[src/rtl/uart_loader.sv]
// uart_loader: receives a framed program image from a byte-wide UART
// receiver, writes it word by word into RAM, verifies an 8-bit additive
// checksum and then releases the CPU.
//
// Frame: 0xA5, N_lo, N_hi, 4*N payload bytes (little-endian words),
//        checksum byte = sum of payload bytes mod 256.
//
// Ports
//   clk          : single clock, rising edge
//   i_reset      : synchronous, active-high reset
//   rx_valid     : one-cycle byte strobe from the UART receiver
//   rx_data      : received byte, valid with rx_valid
//   mem_wr_en    : one-cycle RAM write strobe
//   mem_wr_addr  : RAM byte address (word aligned), held between writes
//   mem_wr_data  : RAM write word, held between writes
//   cpu_running  : program loaded and checksum good, CPU released
//   load_error   : sticky, last load attempt failed
module uart_loader #(
  parameter logic [31:0] BASE_ADDR   = 32'h0000_0000,
  parameter int          MAX_WORDS   = 1024,
  parameter int          TIMEOUT_CYC = 1_000_000
) (
  input  logic        clk,
  input  logic        i_reset,
  input  logic        rx_valid,
  input  logic [7:0]  rx_data,
  output logic        mem_wr_en,
  output logic [31:0] mem_wr_addr,
  output logic [31:0] mem_wr_data,
  output logic        cpu_running,
  output logic        load_error
);

  typedef enum logic [2:0] {
    S_IDLE, S_LEN_LO, S_LEN_HI, S_DATA, S_CSUM, S_RUN
  } state_t;

  localparam logic [31:0] TMO_LAST = 32'(TIMEOUT_CYC - 1);
  localparam logic [16:0] MAX_N    = 17'(MAX_WORDS);

  state_t      r_state;
  logic [15:0] r_len;
  logic [15:0] r_word_idx;
  logic [1:0]  r_byte_cnt;
  logic [7:0]  r_csum;
  logic [23:0] r_buf;        // lanes 0..2; lane 3 comes straight from rx_data
  logic [31:0] r_tmo;
  logic        r_wr_en;
  logic [31:0] r_wr_addr;
  logic [31:0] r_wr_data;
  logic        r_run;
  logic        r_err;

  state_t      w_next;
  logic        w_start;
  logic        w_fail;
  logic        w_pass;
  logic        w_active;
  logic        w_tmo;
  logic        w_word_done;
  logic        w_last_word;
  logic [15:0] w_len_new;

  assign w_len_new   = {rx_data, r_len[7:0]};
  assign w_active    = (r_state == S_LEN_LO) || (r_state == S_LEN_HI) ||
                       (r_state == S_DATA)   || (r_state == S_CSUM);
  // A byte arriving on the expiry cycle takes priority over the timeout.
  assign w_tmo       = w_active && !rx_valid && (r_tmo == TMO_LAST);
  assign w_word_done = (r_state == S_DATA) && rx_valid && (r_byte_cnt == 2'd3);
  assign w_last_word = (r_word_idx == (r_len - 16'd1));

  always_comb begin
    w_next  = r_state;
    w_start = 1'b0;
    w_fail  = 1'b0;
    w_pass  = 1'b0;
    case (r_state)
      S_IDLE: begin
        if (rx_valid && (rx_data == 8'hA5)) begin
          w_next  = S_LEN_LO;
          w_start = 1'b1;
        end
      end
      S_LEN_LO: begin
        if (rx_valid) begin
          w_next = S_LEN_HI;
        end else if (w_tmo) begin
          w_next = S_IDLE;
          w_fail = 1'b1;
        end
      end
      S_LEN_HI: begin
        if (rx_valid) begin
          if ((w_len_new == 16'd0) || ({1'b0, w_len_new} > MAX_N)) begin
            w_next = S_IDLE;
            w_fail = 1'b1;
          end else begin
            w_next = S_DATA;
          end
        end else if (w_tmo) begin
          w_next = S_IDLE;
          w_fail = 1'b1;
        end
      end
      S_DATA: begin
        if (w_word_done && w_last_word) begin
          w_next = S_CSUM;
        end else if (w_tmo) begin
          w_next = S_IDLE;
          w_fail = 1'b1;
        end
      end
      S_CSUM: begin
        if (rx_valid) begin
          if (rx_data == r_csum) begin
            w_next = S_RUN;
            w_pass = 1'b1;
          end else begin
            w_next = S_IDLE;
            w_fail = 1'b1;
          end
        end else if (w_tmo) begin
          w_next = S_IDLE;
          w_fail = 1'b1;
        end
      end
      S_RUN:   w_next = S_RUN;
      default: w_next = S_IDLE;
    endcase
  end

  always_ff @(posedge clk) begin
    if (i_reset) begin
      r_state    <= S_IDLE;
      r_len      <= '0;
      r_word_idx <= '0;
      r_byte_cnt <= '0;
      r_csum     <= '0;
      r_buf      <= '0;
      r_tmo      <= '0;
      r_wr_en    <= 1'b0;
      r_wr_addr  <= '0;
      r_wr_data  <= '0;
      r_run      <= 1'b0;
      r_err      <= 1'b0;
    end else begin
      r_state <= w_next;
      r_wr_en <= 1'b0;

      if (w_active && !rx_valid) r_tmo <= r_tmo + 32'd1;
      else                       r_tmo <= '0;

      if (w_start) begin
        r_err      <= 1'b0;
        r_csum     <= '0;
        r_byte_cnt <= '0;
        r_word_idx <= '0;
      end
      if (w_fail) r_err <= 1'b1;
      if (w_pass) r_run <= 1'b1;

      if (rx_valid && (r_state == S_LEN_LO)) r_len[7:0]  <= rx_data;
      if (rx_valid && (r_state == S_LEN_HI)) r_len[15:8] <= rx_data;

      if (rx_valid && (r_state == S_DATA)) begin
        r_csum     <= r_csum + rx_data;
        r_byte_cnt <= r_byte_cnt + 2'd1;
        case (r_byte_cnt)
          2'd0:    r_buf[7:0]   <= rx_data;
          2'd1:    r_buf[15:8]  <= rx_data;
          2'd2:    r_buf[23:16] <= rx_data;
          default: ;
        endcase
        if (w_word_done) begin
          r_wr_en    <= 1'b1;
          r_wr_addr  <= BASE_ADDR + {14'd0, r_word_idx, 2'b00};
          r_wr_data  <= {rx_data, r_buf};
          r_word_idx <= r_word_idx + 16'd1;
        end
      end
    end
  end

  assign mem_wr_en   = r_wr_en;
  assign mem_wr_addr = r_wr_addr;
  assign mem_wr_data = r_wr_data;
  assign cpu_running = r_run;
  assign load_error  = r_err;

endmodule

[config.mk]
export PLATFORM = sky130hd
export DESIGN_NAME = uart_loader
export DESIGN_NICKNAME = d
export VERILOG_FILES = /design/src/rtl/uart_loader.sv
export SDC_FILE = /design/constraint.sdc
export NUM_CORES = 1
export LEC_CHECK = 0
export CELL_PAD_IN_SITES_DETAIL_PLACEMENT = 0
export CELL_PAD_IN_SITES_GLOBAL_PLACEMENT = 1
export CORE_MARGIN = 2
export CORE_UTILIZATION = 45
export CTS_CLUSTER_SIZE = 24
export DETAILED_ROUTE_END_ITERATION = 6
export PLACE_DENSITY = 0.83
export RECOVER_POWER = 25
export SETUP_SLACK_MARGIN = 0.5
export SLEW_MARGIN = 30
export SYNTH_ARGS = -nofsm -noshare
export SYNTH_HDL_FRONTEND = slang
export SYNTH_SLANG_ARGS = --single-unit
[constraint.sdc]
create_clock -name clk -period 5.5 [get_ports clk]
set_input_delay 0.55 -clock clk [delete_from_list [all_inputs] [get_ports clk]]
set_output_delay 0.55 -clock clk [all_outputs]
set_load 0.01 [all_outputs]
# Yosys cells after proc, flatten, opt, wreduce, memory -nomap -nowiden
# Cells that the tools add are included.
dict set report totals {
  regBits 152
  input_bits 11
}
dict set report op_classes {
  n_reduce_logical 24
  n_eq_ne 13
  n_bitwise 2
  n_mux 32
  addsub 5
  n_lt_le_gt_ge 1
}
# op count
set op_table {}
lappend op_table {{two-way mux 16 bit} 3}
lappend op_table {{adder 32 x 1 -> 32 bit (second input constant)} 1}
lappend op_table {{equality test 32 x 20 -> 1 bit (second input constant)} 1}
lappend op_table {{two-way mux 3 bit} 7}
lappend op_table {{one-hot mux 3 bit (6 select lines)} 1}
lappend op_table {{adder 16 x 1 -> 16 bit (second input constant)} 1}
lappend op_table {{equality test 16 bit} 1}
lappend op_table {{greater-than comparator 16 x 11 -> 1 bit (second input constant)} 1}
lappend op_table {{logical NOT 16 bit} 1}
lappend op_table {{two-way mux 8 bit} 2}
lappend op_table {{subtractor 16 x 1 -> 16 bit (second input constant)} 1}
lappend op_table {{two-way mux 1 bit} 15}
lappend op_table {{adder 8 bit} 1}
lappend op_table {{equality test 8 bit} 1}
lappend op_table {{equality test 8 bit (second input constant)} 1}
lappend op_table {{logical AND 1 bit} 8}
lappend op_table {{AND reduction 2 bit} 4}
lappend op_table {{equality test 3 x 2 -> 1 bit (second input constant)} 2}
lappend op_table {{equality test 3 bit (second input constant)} 2}
lappend op_table {{two-way mux 2 bit} 3}
lappend op_table {{equality test 2 bit (second input constant)} 2}
lappend op_table {{logical OR 1 bit} 4}
lappend op_table {{one-hot mux 1 bit (4 select lines)} 1}
lappend op_table {{nonzero test 2 bit} 2}
lappend op_table {{9 further kinds} 11}

# Longest topological paths before layout
dict set report depth {
  depth_word 10
  depth_mapped 10
  mapped_depth_nobuf 9
}

# Worst setup path before layout
# No wires, ideal clock.
dict set report synth_timing {
  kind {register to register}
  startpoint {reg r_len[0]}
  endpoint {reg r_state[0]}
  t_arrival_ns 2.257
  period_less_slack_ns 2.386
  stages_incl_launch_ff 11
  slack_ns 3.114
  n_path_buf 1
  path_cell_list {dfxtp_1 -> inv_1 -> ha_1 -> buf_4 -> or3b_2 -> or3_4 -> nor4_2 -> a211oi_1 -> a21oi_2 -> and4_4 -> o22ai_2}
}
dict set report synth_between {
  elab_chain_len 5
  word_cells_on_any_way 10
  classes_between {add/sub: 1; order compare: 1; eq/ne: 1; mux: 4; reduce/logical: 3}
}
# item line_no
set synth_rtl {}
lappend synth_rtl {{start, declared} 42} ;# logic [15:0] r_len;
lappend synth_rtl {{start signal, assigned} 162} ;# if (rx_valid && (r_state == S_LEN_LO)) r_len[7:0] <= rx_data;
lappend synth_rtl {{subtractor 16 x 1 -> 16 bit (tied with other cells)} 70} ;# assign w_last_word = (r_word_idx == (r_len - 16'd1));
lappend synth_rtl {{equality test 16 bit or logical OR 1 bit (tied branches)} {70, 94}}
lappend synth_rtl {{logical AND 1 bit or two-way mux 2 bit (tied branches)} {106, 94}}
lappend synth_rtl {{two-way mux 3 bit, on equally long branches} {106, 93}}
lappend synth_rtl {{one-hot mux 3 bit (6 select lines) *} 77} ;# case (r_state)
lappend synth_rtl {{end signal, assigned} 147} ;# r_state <= w_next;
lappend synth_rtl {{end, declared} 41} ;# state_t r_state;
# Mark *: on every way between the ends. The rest lies on a longest branch, timed or not.
# A chain may end at the register's enable or synchronous reset.

# Worst setup path after layout
dict set report layout_timing {
  startpoint {in rx_data[3]}
  endpoint {reg r_err (netlist: load_error)}
}
dict set report layout_between {
  elab_chain_len 6
  word_cells_on_any_way 15
  classes_between {order compare: 1; eq/ne: 2; mux: 8; reduce/logical: 4}
}
# item line_no
set layout_rtl {}
lappend layout_rtl {{start, declared} 26} ;# input logic [7:0] rx_data,
lappend layout_rtl {{greater-than comparator 16 x 11 -> 1 bit or logical NOT 16 bit (tied branches)} 94} ;# if ((w_len_new == 16'd0) || ({1'b0, w_len_new} > MAX_N)) begin
lappend layout_rtl {{logical OR 1 bit} 94}
lappend layout_rtl {{two-way mux 1 bit} 94}
lappend layout_rtl {{two-way mux 1 bit} 93} ;# if (rx_valid) begin
lappend layout_rtl {{one-hot mux 1 bit (4 select lines)} 77}
lappend layout_rtl {{two-way mux 1 bit or nonzero test 2 bit (tied branches)} n/a}
lappend layout_rtl {{end signal, assigned} 145} ;# r_err <= 1'b0;
lappend layout_rtl {{end signal, assigned} 154} ;# r_err <= 1'b0;
lappend layout_rtl {{end signal, assigned} 159} ;# if (w_fail) r_err <= 1'b1;
lappend layout_rtl {{end, declared} 52} ;# logic r_err;
# Parallel ways exist; a longest one is shown, timed or not.

==> flow_summary.json <==
{
  "clock-root-buffer": "clkbuf_16",
  "dr.pass1.iters": 7,
  "syn-mean-instance-area_um2": 7.98,
  "p_per_area_mw_per_mm2": 278,
  "r2r_slack_ns": 2.75,
  "yosysWarnings": 0,
  "grt_pass1_wl_mm": 26.7,
  "cts_sinks": 152,
  "core_area_mm2": 0.0153,
  "htreeDepth": 4,
  "seq_area_frac_synth_pct": 43.1,
  "grt_max_degree": 94,
  "postCtsSetupRepairBufs": 0,
  "antenna_found_initial": 1,
  "dp_hpwl_mm": 10.7,
  "path_cells": "clkdlybuf4s50_1 > or3_1 > or4b_1 > or2_1 > nor2b_1 > a22oi_1 > nand2_1",
  "syn_inst": 885,
  "fillers": 1512,
  "nets": 937,
  "final_layout_size_suffix_gt1_share_pct": 5.63,
  "antenna_left": 0,
  "num_vias": 6030,
  "slowest_stage": "clkdlybuf4s50_1",
  "die_h_um": 129,
  "cap_violations": 0,
  "yosys_register_bits": 152,
  "clockBufferDepth": 2,
  "status": "finished clean",
  "start_util_pct": 46.3,
  "port-buffer-count": 61,
  "clk_latency_ns": 0.42,
  "cp.arrival_ns": 3.26,
  "holdCritPathClass": "flop to flop",
  "vdd_drop_max_v": 0.000212,
  "drc": 0,
  "groute.usage.overall_pct": 20.0,
  "finClkSkew_ns": 0.00845,
  "die_x_um": 129,
  "initialDrtViolationCount": 390,
  "tns_ns": 0,
  "netlist_area_mm2": 0.00706,
  "setup_ws_ns": 2.55,
  "leakagePower_nw": 2.97,
  "cp_slowest_stage_delay_ns": 0.62,
  "finalCritPeriodShare_pct": 53.6,
  "crit_path_start_kind": "primary input",
  "io_pins": 78,
  "cp_data_required_time_ns": 5.81,
  "path_clk_slew_ns": 0.07,
  "wl_per_cell_um": 14.4,
  "worst_slew_pin_slew_ns": 0.870,
  "cts_tree": "yes",
  "slew_viol_final": 0,
  "cts_buffers": 17,
  "synthDistinctLibCells": 62,
  "reg2reg_depth": 9,
  "viasPerCell": 5.31,
  "synthArstFlopShare_pct": 0,
  "post-route-min-period_ns": 2.95,
  "synth_edf_count": 0,
  "yosys_most_used_dff": "dfxtp_1",
  "globalplace.congestion": 0.831,
  "fmax_mhz": 339,
  "grt_pass1_vias": 5315,
  "holdPathStages": 1,
  "core.rowCount": 45,
  "drt_wl_total_mm": 16.3,
  "crit_path_max_fanout": 19,
  "max_slew_margin_pct": 41.5,
  "dp_worst_setup_slack_ns": 2.07,
  "area_growth_syn_to_layout_pct": 17.2,
  "post_cts_resized": 0,
  "cts_hold_buf": 0,
  "worstSetupEndpointType": "flop",
  "gr-total-overflow": 0,
  "die_area_mm2": 0.0167,
  "hold_viol": 0,
  "crit_type": "primary input to flop",
  "setup_violations": 0,
  "rsz0062_at_grt": "no"
}
[worst max-delay path: cells and delay by family]
family	cells	cell delay, ns
simple gates	5	1.89
compound gates	1	0.20
buf+inv	1	0.62
[metrics by stage]
stage | hold WS, ns | cell area [um^2] | power [mW] | instances | util [%]
5_1_grt | 0.459 | 8280 | 2.38 | 1136 | 54.3
4_1_cts | 0.449 | 8260 | 2.33 | 1134 | 54.1
6_report | 0.447 | 8280 | 2.30 | 1136 | 54.3
3_3_place_gp | 0.429 | 7670 | 1.18 | 1102 | 50.3
3_5_place_dp | 0.433 | 7680 | 1.18 | 1102 | 50.3
2_1_floorplan | 0.413 | 7120 | 1.17 | 900 | -
[report_power, final]
part	leakage [nW]	total, mW	internal (mW)	switching, mW
Sequential	1.22	1.10	1.10	0.000118
Combinational	1.46	0.0543	0.0149	0.0394
Clock	0.284	1.15	0.644	0.504
Total	2.97	2.30	1.76	0.544
[placed cells by master (no fill, tap or decap), types with 3 or more instances in the layout]
master / count
conb_1: 16
nand2b_1: 3
and4_1: 4
xor2_1: 36
a21oi_1: 115
and2_1: 3
inv_8: 4
inv_6: 5
a21o_1: 4
mux2i_1: 8
dfxtp_1: 152
and3_1: 10
nor3_1: 9
dlygate4sd3_1: 43
clkbuf_16: 17
or3_1: 13
buf_4: 5
clkinv_4: 3
clkdlybuf4s50_1: 17
nor2_1: 70
nand4_1: 16
o21ai_0: 11
ha_1: 14
nand4b_1: 7
xnor2_1: 19
o21bai_1: 3
o211ai_1: 4
nand2_1: 178
nor4_1: 12
nand3_1: 63
or4_1: 5
inv_1: 6
[final timing paths]
| kind | startpoint | endpoint |
|---|---|---|
| worst max-delay path | rx_data[3] | load_error |
| worst min-delay path | r_tmo[0] | r_tmo[0] |
| worst max register to register | r_len[0] | r_state[0] |
| worst min register to register | r_tmo[0] | r_tmo[0] |
[layout make-up]
cell class	count	area, um^2	area share [%]
Inverter	6	22.5	0.272
Clock inverter	14	153	1.84
Sequential cell	152	3040	36.7
Tap cell	211	264	3.19
Timing Repair Buffer	66	658	7.95
Clock buffer	18	429	5.18
Multi-Input combinational cell	668	3710	44.8
Antenna cell	1	2.50	0.0302
[state kept, by name, indices dropped and copies added, names as in the netlist, 2 cells and up]
name	cells
mem_wr_data	32
r_tmo	32
r_buf	24
mem_wr_addr	16
r_len	16
r_word_idx	16
r_csum	8
r_state	3
r_byte_cnt	2
[synthesized netlist by cell type (all sizes together), types with 3 or more instances]
cell | n | area, um^2
a21o | 4 | 30.0
a21oi | 116 | 584
and2 | 4 | 25.0
and3 | 10 | 62.6
and4 | 5 | 46.3
buf | 27 | 179
clkbuf | 47 | 178
dfxtp | 152 | 3040
ha | 14 | 175
inv | 6 | 22.5
mux2i | 8 | 80.1
nand2 | 179 | 672
nand2b | 3 | 18.8
nand3 | 63 | 315
nand4 | 16 | 100
nand4b | 7 | 61.3
nor2 | 70 | 263
nor3 | 9 | 45.0
nor4 | 13 | 87.6
o211ai | 4 | 30.0
o21ai | 11 | 55.1
o21bai | 3 | 22.5
or2 | 4 | 25.0
or3 | 15 | 98.8
or4 | 5 | 37.5
xnor2 | 19 | 166
xor2 | 36 | 315
[layer usage]
layer | vias to the layer above | GRT usage, % | share of wire (%)
met5 | - | 0 | 0
met4 | 0 | 7.35 | 1.8
met3 | 18 | 4.29 | 4.1
met2 | 120 | 30.0 | 46
met1 | 2812 | 28.4 | 48
li1 | 3080 | - | -
[logic make-up (layout without fill, tap and decap cells)]
| kind of cell | after synthesis | in the layout | synth area share [%] |
|---|---|---|---|
| AOI/OAI and AO/OA | 156 | 156 | 12.7 |
| xor gates and xnor gates | 55 | 55 | 6.82 |
| adders and majority gates | 15 | 15 | 2.76 |
| buffers and inverters | 80 | 104 | 5.37 |
| DFF | 152 | 152 | 43.1 |
| muxes | 10 | 10 | 1.45 |
| other | 1 | 17 | 0.0531 |
| and+or+nand+nor | 416 | 416 | 27.8 |
Note: power is estimated with default switching activity, not from simulation.
